### config.mk
export PLATFORM = sky130hd
export DESIGN_NAME = mat4x2_operand_loader
export DESIGN_NICKNAME = d
export VERILOG_FILES = /design/src/rtl/mat4x2_operand_loader.sv
export SDC_FILE = /design/constraint.sdc
export NUM_CORES = 1
export LEC_CHECK = 0
export ABC_AREA = 1
export BUFFER_PORTS_ARGS = -buffer_cell sky130_fd_sc_hd__buf_4
export CAP_MARGIN = 10
export CORE_MARGIN = 2
export CORE_UTILIZATION = 40
export DETAILED_ROUTE_END_ITERATION = 6
export PLACE_DENSITY = 0.76
export SLEW_MARGIN = 20
export SYNTH_ARGS = -nofsm -noshare
export SYNTH_HDL_FRONTEND = slang
export SYNTH_SLANG_ARGS = --single-unit
### constraint.sdc
create_clock -name i_clk -period 2.05 [get_ports i_clk]
set_input_delay 0.41 -clock i_clk [delete_from_list [all_inputs] [get_ports i_clk]]
set_output_delay 0.41 -clock i_clk [all_outputs]
set_load 0.02 [all_outputs]
### src/rtl/mat4x2_operand_loader.sv
// Operand loader for the 4x2 x 2x2 Q8.8 multiplier: assembles A0..A7, B0..B3 from a word stream
// and holds the full set stable until handed off. Optional B reuse guarded by LOADER_REUSE_B_EN.
module mat4x2_operand_loader #(
   parameter int DW = 16
) (
   input  logic          i_clk,
   input  logic          i_rst,
   input  logic          i_in_valid,
   output logic          o_in_ready,
   input  logic [DW-1:0] i_in_data,
   input  logic          i_reuse_b,
   output logic          o_out_valid,
   input  logic          i_out_ready,
   output logic [DW-1:0] o_a0,
   output logic [DW-1:0] o_a1,
   output logic [DW-1:0] o_a2,
   output logic [DW-1:0] o_a3,
   output logic [DW-1:0] o_a4,
   output logic [DW-1:0] o_a5,
   output logic [DW-1:0] o_a6,
   output logic [DW-1:0] o_a7,
   output logic [DW-1:0] o_b0,
   output logic [DW-1:0] o_b1,
   output logic [DW-1:0] o_b2,
   output logic [DW-1:0] o_b3,
   output logic [7:0]    o_frames_done
);

   // state  | meaning
   // LOAD_A | accepting A0..A7, r_idx = next A element
   // LOAD_B | accepting B0..B3, r_idx = next B element
   // HOLD   | operand set complete and frozen, waiting for out_ready
   typedef enum logic [1:0] {
      LOAD_A = 2'd0,
      LOAD_B = 2'd1,
      HOLD   = 2'd2
   } state_t;

   state_t        r_state;
   state_t        w_state_nxt;
   logic [2:0]    r_idx;
   logic [2:0]    w_idx_nxt;
   logic [DW-1:0] r_a [8];
   logic [DW-1:0] r_b [4];
   logic          r_in_ready;
   logic          r_out_valid;
   logic [7:0]    r_frames_done;

   logic          w_xfer;
   logic          w_handoff;
   logic          w_wr_a;
   logic          w_wr_b;
   logic          w_skip_b;

   assign w_xfer    = i_in_valid && r_in_ready;
   assign w_handoff = r_out_valid && i_out_ready;

`ifdef LOADER_REUSE_B_EN
   // Reuse is only honoured once a B matrix has actually been loaded since reset.
   logic r_b_loaded;
   logic r_reuse_frame;

   always_ff @(posedge i_clk) begin
      if (i_rst) begin
         r_b_loaded    <= 1'b0;
         r_reuse_frame <= 1'b0;
      end else begin
         if (w_handoff)
            r_b_loaded <= 1'b1;
         if (w_wr_a && (r_idx == 3'd0))
            r_reuse_frame <= i_reuse_b && r_b_loaded;
      end
   end

   assign w_skip_b = r_reuse_frame;
`else
   logic w_reuse_b_unused;
   assign w_reuse_b_unused = i_reuse_b;
   assign w_skip_b         = 1'b0;
`endif

   always_comb begin
      w_state_nxt = r_state;
      w_idx_nxt   = r_idx;
      w_wr_a      = 1'b0;
      w_wr_b      = 1'b0;
      case (r_state)
         LOAD_A: begin
            if (w_xfer) begin
               w_wr_a = 1'b1;
               if (r_idx == 3'd7) begin
                  w_idx_nxt   = 3'd0;
                  w_state_nxt = w_skip_b ? HOLD : LOAD_B;
               end else begin
                  w_idx_nxt = r_idx + 3'd1;
               end
            end
         end
         LOAD_B: begin
            if (w_xfer) begin
               w_wr_b = 1'b1;
               if (r_idx == 3'd3) begin
                  w_idx_nxt   = 3'd0;
                  w_state_nxt = HOLD;
               end else begin
                  w_idx_nxt = r_idx + 3'd1;
               end
            end
         end
         HOLD: begin
            if (w_handoff) begin
               w_idx_nxt   = 3'd0;
               w_state_nxt = LOAD_A;
            end
         end
         default: begin
            w_idx_nxt   = 3'd0;
            w_state_nxt = LOAD_A;
         end
      endcase
   end

   // Handshake flags are registered from the next state so they line up with r_state.
   always_ff @(posedge i_clk) begin
      if (i_rst) begin
         r_state       <= LOAD_A;
         r_idx         <= 3'd0;
         r_in_ready    <= 1'b1;
         r_out_valid   <= 1'b0;
         r_frames_done <= 8'd0;
         for (int i = 0; i < 8; i++) r_a[i] <= '0;
         for (int i = 0; i < 4; i++) r_b[i] <= '0;
      end else begin
         r_state     <= w_state_nxt;
         r_idx       <= w_idx_nxt;
         r_in_ready  <= (w_state_nxt != HOLD);
         r_out_valid <= (w_state_nxt == HOLD);
         if (w_wr_a)
            r_a[r_idx] <= i_in_data;
         if (w_wr_b)
            r_b[r_idx[1:0]] <= i_in_data;
         if (w_handoff)
            r_frames_done <= r_frames_done + 8'd1;
      end
   end

   assign o_in_ready    = r_in_ready;
   assign o_out_valid   = r_out_valid;
   assign o_frames_done = r_frames_done;
   assign o_a0 = r_a[0];
   assign o_a1 = r_a[1];
   assign o_a2 = r_a[2];
   assign o_a3 = r_a[3];
   assign o_a4 = r_a[4];
   assign o_a5 = r_a[5];
   assign o_a6 = r_a[6];
   assign o_a7 = r_a[7];
   assign o_b0 = r_b[0];
   assign o_b1 = r_b[1];
   assign o_b2 = r_b[2];
   assign o_b3 = r_b[3];

endmodule
-- Yosys cells after proc, flatten, opt, wreduce, memory -nomap -nowiden
Memory sizes are Yosys's and may differ from the RTL's.
Index checks and enable logic that the tools add are counted.
- $add $sub $neg: 2
- eq/ne operators: 9
- mux-type cells: 29
- reductions and logical operators: 6
- operators by type and width (kind ; count):
    16-bit two-way mux ; 2
    16-bit OR reduction ; 2
    3-bit two-way mux ; 6
    1-bit two-way mux ; 13
    2-bit two-way mux ; 6
    3-bit one-hot mux with 3 select lines ; 1
    8-bit by 1-bit adder with 8-bit output, second input constant ; 1
    2-bit != test, second input constant ; 4
    2-bit one-hot mux with 3 select lines ; 1
    2-bit equality test, second input constant ; 2
    3-bit by 1-bit adder with 3-bit output, second input constant ; 1
    3-bit by 2-bit equality test with 1-bit output, second input constant ; 1
    3-bit equality test, second input constant ; 1
    3-bit AND reduction ; 1
    2-bit by 1-bit equality test with 1-bit output, second input constant ; 1
    1-bit logical AND ; 2
    2-bit zero test ; 1
- register bits: 15
- bits in writable memories: 192
- bits of input ports: 21
- output and inout bits: 202
- logic and storage cells: 53
- memories kept: 2
- memories (name ; depth ; width ; read ports ; clocked after memory_dff ; wr ports ; line ; source):
    r_a ; 8 ; 16 ; 8 ; 0 ; 8 ; 43 ; logic [DW-1:0] r_a [8];
    r_b ; 4 ; 16 ; 4 ; 0 ; 4 ; 44 ; logic [DW-1:0] r_b [4];

-- Longest topological paths before layout
Gate-level depths: netlist of the first run.
- depth in word-level cells: 8
- mapped depth: 8
- depth with buffers taken out: 7

-- Worst setup path after synthesis of the first run
OpenSTA, ideal clock, no wires.
- path kind: register to register
- start: register r_in_ready (netlist: o_in_ready)
- end: memory r_a[3][0] (enable)
- library setup time: 372 ps
- arrival time: 1626 ps
- data required time: 1678 ps
- setup slack: 52 ps
- cell stages (with the launch flop): 8
- path buffers: 1
- clock period less this slack: 1998 ps
- cell sequence: dfxtp_1 nand2_1 nor2_2 nand2_4 nor2_8 nand2_4 buf_6 nand2_1
- RTL lines (item ; line ; source):
    from (decl) ; 45 ; logic r_in_ready;
    from (signal assigned) ; 136 ; r_in_ready <= (w_state_nxt != HOLD);
    to (decl) ; 43 ;

==> results of run 1 <==
==> report_power, final <==
| group | switching, mW | leakage, nW | internal (mW) |
|---|---|---|---|
| Combinational | 0.555 | 2.23 | 0.306 |
| Clock | 1.55 | 0.348 | 2.35 |
| Sequential | 0.0680 | 2.11 | 4.78 |
| Total | 2.18 | 4.69 | 7.44 |
==> cells by family (layout without fill, tap and decap cells) <==
kind of cell / count (synthesis) / count (layout) / synth area share [%]
AOI/OAI and AO/OA: 12 / 12 / 0.837
buffers and inverters: 66 / 325 / 4.02
DFF: 207 / 207 / 78.0
xor gates and xnor gates: 1 / 1 / 0.113
adders and majority gates: 5 / 5 / 0.805
and+or+nand+nor: 282 / 282 / 16.2
==> cells in the mapped netlist <==
library cell,n,area [um^2]
o21ai_0,2,10.0
nor2_8,2,40.0
nand2_1,40,150
nand2_2,3,18.8
nand4_1,1,6.26
nor2_1,194,728
o211ai_1,1,7.51
nor2_2,20,125
clkbuf_1,18,67.6
edfxtp_1,192,5770
buf_6,8,90.1
dfxtp_1,15,300
a21oi_1,8,40.0
nand3b_1,1,7.51
nand3_1,9,45.0
nor4_1,1,6.26
inv_2,3,11.3
nand3_4,1,17.5
xnor2_1,1,8.76
ha_1,5,62.6
inv_1,32,120
nor2_4,1,11.3
o21a_1,1,7.51
buf_1,1,3.75
buf_2,4,20.0
nand2_4,9,101
==> final cells by class <==
type / instances / area share (%)
flip-flops and latches: 207 / 57.0
repair buffers: 250 / 18.8
multi-input cells: 300 / 13.1
clock buffers: 32 / 5.82
well taps: 260 / 3.06
inverters: 35 / 1.24
clock inverters: 8 / 0.918
==> path summary, 6_finish.rpt <==
check	end	slack [ns]
worst max register to register	r_a[5][7]	0.33
worst max-delay path	r_a[5][7]	0.33
worst min-delay path	o_out_valid	0.12
worst min register to register	o_frames_done[7]	0.52
==> metrics by stage <==
stage	hold slack, ns	instance area, um^2	utilization, %	instances
6_report	0.123	10600	56.3	1092
5_1_grt	0.112	10600	56.3	1092
4_1_cts	0.106	10600	56.3	1092
3_5_place_dp	0.513	9920	52.5	1052
3_3_place_gp	0.499	9920	52.5	1052
2_1_floorplan	0.479	7770	-	573
==> flip-flops by register name (all words and copies together) (netlist names) <==
name,count
r_state,2
o_in_ready,1
o_out_valid,1
o_frames_done,8
r_b,64
r_idx,3
r_a,128
==> metal layers <==
layer	global-route usage (%)	vias up
li1	-	2394
met4	5.16	0
met1	23.6	2495
met3	4.20	37
met5	0	-
met2	32.3	237
==> results.md, run 1 <==
- Result of the run: complete, no violations
- Core area: 18900 um^2
- FF-to-FF Start: r_state[1]
- Maximum vdd drop: 0.693 mV
- CP Class: register to register
- CP dominant cell by count: nand2_4
- Power Density: 904 nW/um^2
- Commonest cells after routing, fill and taps aside: 240 x buf_4, 194 x nor2_1, 192 x edfxtp_1
- CP top delay family: simple AND/OR/NAND/NOR gates
- Slew Viols, Final: 0
- CP max stage delay: 0.36 ns
- Worst Path Required: 2.26 ns
- Crit Path Max Fanout: 13
- Max-cap violation count: 0
- Mean post-synth cell area: 13.6 um^2
- DR WL met2: 9840 um
- Crit path from: r_state[1]
- Gates resized, CTS repair: 0
- Fin nets: 842
- Num CTS Buffers: 22
- Syn nets: 599
- Slew headroom: 58.7%
- Met3 WL post-DR: 1620 um
- Hold path depth: 2
- Initial core utilization: 41.1%
- Crit path depth: 8
- Post-Synthesis Cells: 573
- Clk Latency, worst-skew pair: 0.50 ns
- Largest net degree at the start of global routing: 18
- Setup crit start kind: register
- Port bufs: 221
- Fillers: 1561
- FF+latch count, synth: 207
- DRT met1 WL: 7870 um
- Final WL: 19900 um
- First-pass GRT wire length: 28600 um
- HP Start: i_rst
- Tmin final: 1.72 ns
- Multi-input gate area: 1390 um^2
- DR vias/cell: 4.73
- CP Cell Sequence: inv_2 > nand2_2 > nor2_2 > nand2_4 > nor2_8 > nand2_4 > nand2_1 > buf_12
- Clk sinks: 207
- Synth warnings: 0
- DR iter-0 viols: 257
- Vias in the first global route: 5012
- Buf/Inv on CP: 2
- Hold WC Path Type: input port to register
- Ant diodes: 0
- Root Driver: clkbuf_16
- Initial antenna violation count: 0
- Clock Skews: 0.0103 ns
- GR Overflow Total: 0
- Setup ws final: 0.330 ns
- Clk slew on worst S/H paths: 0.06 ns
- Final HPWL DP: 13900 um
- Clock Path Buffers: 3
- Post-CTS setup buffers: 0
- Pwr Total: 9.61 mW
- Mapped cell area: 7770 um^2
- Die width: 143 um
- Leading cell type in the layout, fill and taps excluded: buf_4
- Worst-Margin Slew: 0.618 ns
- Drt drc: 0
- Cts hold-fix bufs: 0
- Die area: 20600 um^2
- Final setup vio count: 0
- CTS tree: done
- Distinct cell type count after synthesis: 26
- First-pass DRT Iterations: 4
- Post-synthesis sequential area ratio: 78.0%
- Worst slack at placement: 0.217 ns
- Fraction of layout instances using a drive strength above 1: 38.2%
- Tot GR Track Use: 18.7%
- H-tree Lvls: 1
- Area Overhead vs Synth: 36.8%
- Die height: 143 um
- Crit path DAT: 1.93 ns
- Fin. Hold Viols: 0
- Sum of negative setup slack: 0 ns
- Slowest CP cell: dfxtp_1
- Fin crit share: 83.9%
- RSZ-0062 raised after global routing: no
- ANT nets after route: 0
- P_leak: 4.69 nW
- Crit end category: register
- Fmax: 0.581 GHz
- Top Layer Used: met4
- I/O Pins: 223
- Final Wtd Congestion: 0.811
- WL/cell: 18.2 um
- Via count: 5163
- Row cnt: 50
- FF/Latch Area: 6070 um^2
- Worst r2r path cells: 8
No activity file was read; power rests on OpenSTA's default activity.
==> run 2, diff against run 1 <==
clock period = 1.57 ns   (was 2.05 ns; I/O delays follow)
==> results.md, run 2 (same netlist as run 1, synthesis figures left out) <==
- HP Start: i_rst
- Leading cell type in the layout, fill and taps excluded: buf_4
- Setup crit start kind: register
- Sum of negative setup slack: 0 ns (unchanged)
- CP top delay family: simple AND/OR/NAND/NOR gates
- Ant diodes: 0 (unchanged)
- Maximum vdd drop: 0.658 mV (-5.1%)
- Power Density: 1150 nW/um^2 (+27%)
- Initial core utilization: 41.1% (unchanged)
- Worst-Margin Slew: 0.556 ns (-0.0628 ns)
- Result of the run: complete, no violations
- WHS Endpoint: r_state[0]
- Tot GR Track Use: 19.4% (+0.74 points)
- Area after DPL: 10100 um^2 (+1.6%)
- Final HPWL DP: 13900 um (+0.28%)
- Crit end category: register
- DR iter-0 viols: 332 (+29%)
- Row cnt: 50 (unchanged)
- First-pass GRT wire length: 29700 um (+4.0%)
- Largest reg by FF count: r_a
- Buf/Inv on CP: 2 (unchanged)
- Core area: 18900 um^2 (unchanged)
- Area Overhead vs Synth: 39.5%
- R2R setup slack: 0.08 ns (-0.25 ns)
- Fin crit share: 95.1% (+11 points)
- FF/Latch Area: 6070 um^2 (about the same)
- Tmin final: 1.49 ns (-0.227 ns)
- Clock Path Buffers: 3 (unchanged)
- Max reg flops: 128 (unchanged)
- Largest net degree at the start of global routing: 18 (unchanged)
- Fin. Hold Viols: 0 (unchanged)
- Die height: 143 um (unchanged)
- CP Class: register to register
- Fraction of layout instances using a drive strength above 1: 41.1% (+2.9 points)
- Max-cap violation count: 0 (unchanged)
- Clk slew on worst S/H paths: 0.06 ns (about the same)
- I/O Pins: 223 (unchanged)
- P_leak: 4.74 nW (+1.1%)
- Clk sinks: 207 (unchanged)
- Slew headroom: 62.9% (+4.2 points)
- CP Cell Sequence: inv_2 > nand2_2 > nor2_4 > nand2_4 > nor2_8 > nand2_4 > buf_4 > nor2_1
- Worst Path Required: 1.91 ns (-0.35 ns)
- Cts hold-fix bufs: 0 (unchanged)
- Fillers: 1534 (-1.7%)
- Slew Viols, Final: 0 (unchanged)
- FF-to-FF Start: r_state[1]
- Multi-input gate area: 1600 um^2 (+15%)
- Crit path DAT: 1.83 ns (-0.10 ns)
- R2r endpoint: r_a[4][12]
- ANT nets after route: 0 (unchanged)
- Clock Skews: 0.0105 ns (+0.000188 ns)
- Clk Latency, worst-skew pair: 0.49 ns (about the same)
- Num CTS Buffers: 22 (unchanged)
- Final WL: 20400 um (+2.9%)
- Crit path depth: 8 (unchanged)
- Final setup vio count: 0 (unchanged)
- Initial antenna violation count: 0 (unchanged)
- Hold WC Path Type: input port to register
- Slowest CP cell: dfxtp_2
- GR Overflow Total: 0 (unchanged)
- CP dominant cell by count: nand2_4
- Root Driver: clkbuf_16
- Commonest cells after routing, fill and taps aside: 246 x buf_4, 192 x nor2_1, 192 x edfxtp_1
- Fin nets: 851 (+1.1%)
- Hold path depth: 2 (unchanged)
- Via count: 5183 (+0.39%)
- CP max stage delay: 0.35 ns (about the same)
- Drt drc: 0 (unchanged)
- First-pass DRT Iterations: 5 (+1)
- CTS tree: done
- Worst r2r path cells: 8 (unchanged)
- Fmax: 0.670 GHz (+15%)
- WL/cell: 18.6 um (+2.2%)
- H-tree Lvls: 1 (unchanged)
- Port bufs: 221 (unchanged)
- Vias in the first global route: 5063 (+1.0%)
- Crit Path Max Fanout: 16 (+3)
- DR vias/cell: 4.71 (-0.34%)
- Final Instance Area: 10800 um^2 (+2.0%)
- Final Wtd Congestion: 0.779 (-4.0%)
- Die area: 20600 um^2 (unchanged)
- Die width: 143 um (unchanged)
[run 2: through the flow]
stage / total power, mW / worst slack (ns) / instances / hold slack, ns / utilization [%]
floorplan: 7.02 / 0.00760 / 573 / 0.383 / -
global placement: 7.58 / 0.0543 / 1060 / 0.499 / 53.3
detailed placement: 7.60 / 0.0295 / 1060 / 0.504 / 53.3
CTS: 12.5 / 0.0119 / 1099 / 0.0209 / 57.0
global route: 12.9 / -0.0157 / 1100 / 0.0393 / 57.4
finish: 12.5 / 0.0773 / 1100 / 0.0391 / 57.4
[run 2: worst reg2reg max path: stages (launching register included)]
cell and delay [ns]:
dfxtp_2 0.35, inv_2 0.08, nand2_2 0.08, nor2_4 0.13, nand2_4 0.10, nor2_8 0.18
nand2_4 0.09, buf_4 0.21, nor2_1 0.12
[run 2: final cells by class]
type / count / share of cell area [%]
Timing Repair Buffer: 258 / 18.7
Clock buffer: 28 / 5.48
Clock inverter: 11 / 0.865
Multi-Input combinational cell: 301 / 14.8
Inverter: 35 / 1.21
Sequential cell: 207 / 56.0
Tap cell: 260 / 3.00
[run 2: worst max-delay path by stage]
stage	startpoint	end
2_1_floorplan	r_state[0]	r_a[2][0]
3_3_place_gp	r_state[0]	r_a[6][7]
3_5_place_dp	r_state[0]	r_a[2][8]
4_1_cts	r_state[0]	r_a[2][0]
5_1_grt	r_state[0]	r_b[1][1]
6_report	r_state[1]	r_a[4][12]
[run 2: per-layer routing]
layer  up-vias  share of wire [%]  global-route usage (%)
met5         -                  0                       0
met1      2529                 40                    24.8
met2       208                 51                    34.2
met4         0                2.1                    4.59
li1       2412                  -                       -
met3        34                7.3                    3.67
[run 2: timing repair]
| item | CTS | global route |
|---|---|---|
| buffers inserted | 0 | 0 |
| endpoints found under the hold margin | 0 | 0 |
| gates resized for setup | 0 | 16 |
| endpoints found under the setup margin | 0 | 244 |
[run 2: where the power goes]
part | switching (mW) | internal [mW] | total [mW] | leakage [nW]
sequential | 0.0869 | 6.24 | 6.33 | 2.11
combinational | 0.751 | 0.408 | 1.16 | 2.30
clock | 2.02 | 2.98 | 5.00 | 0.332
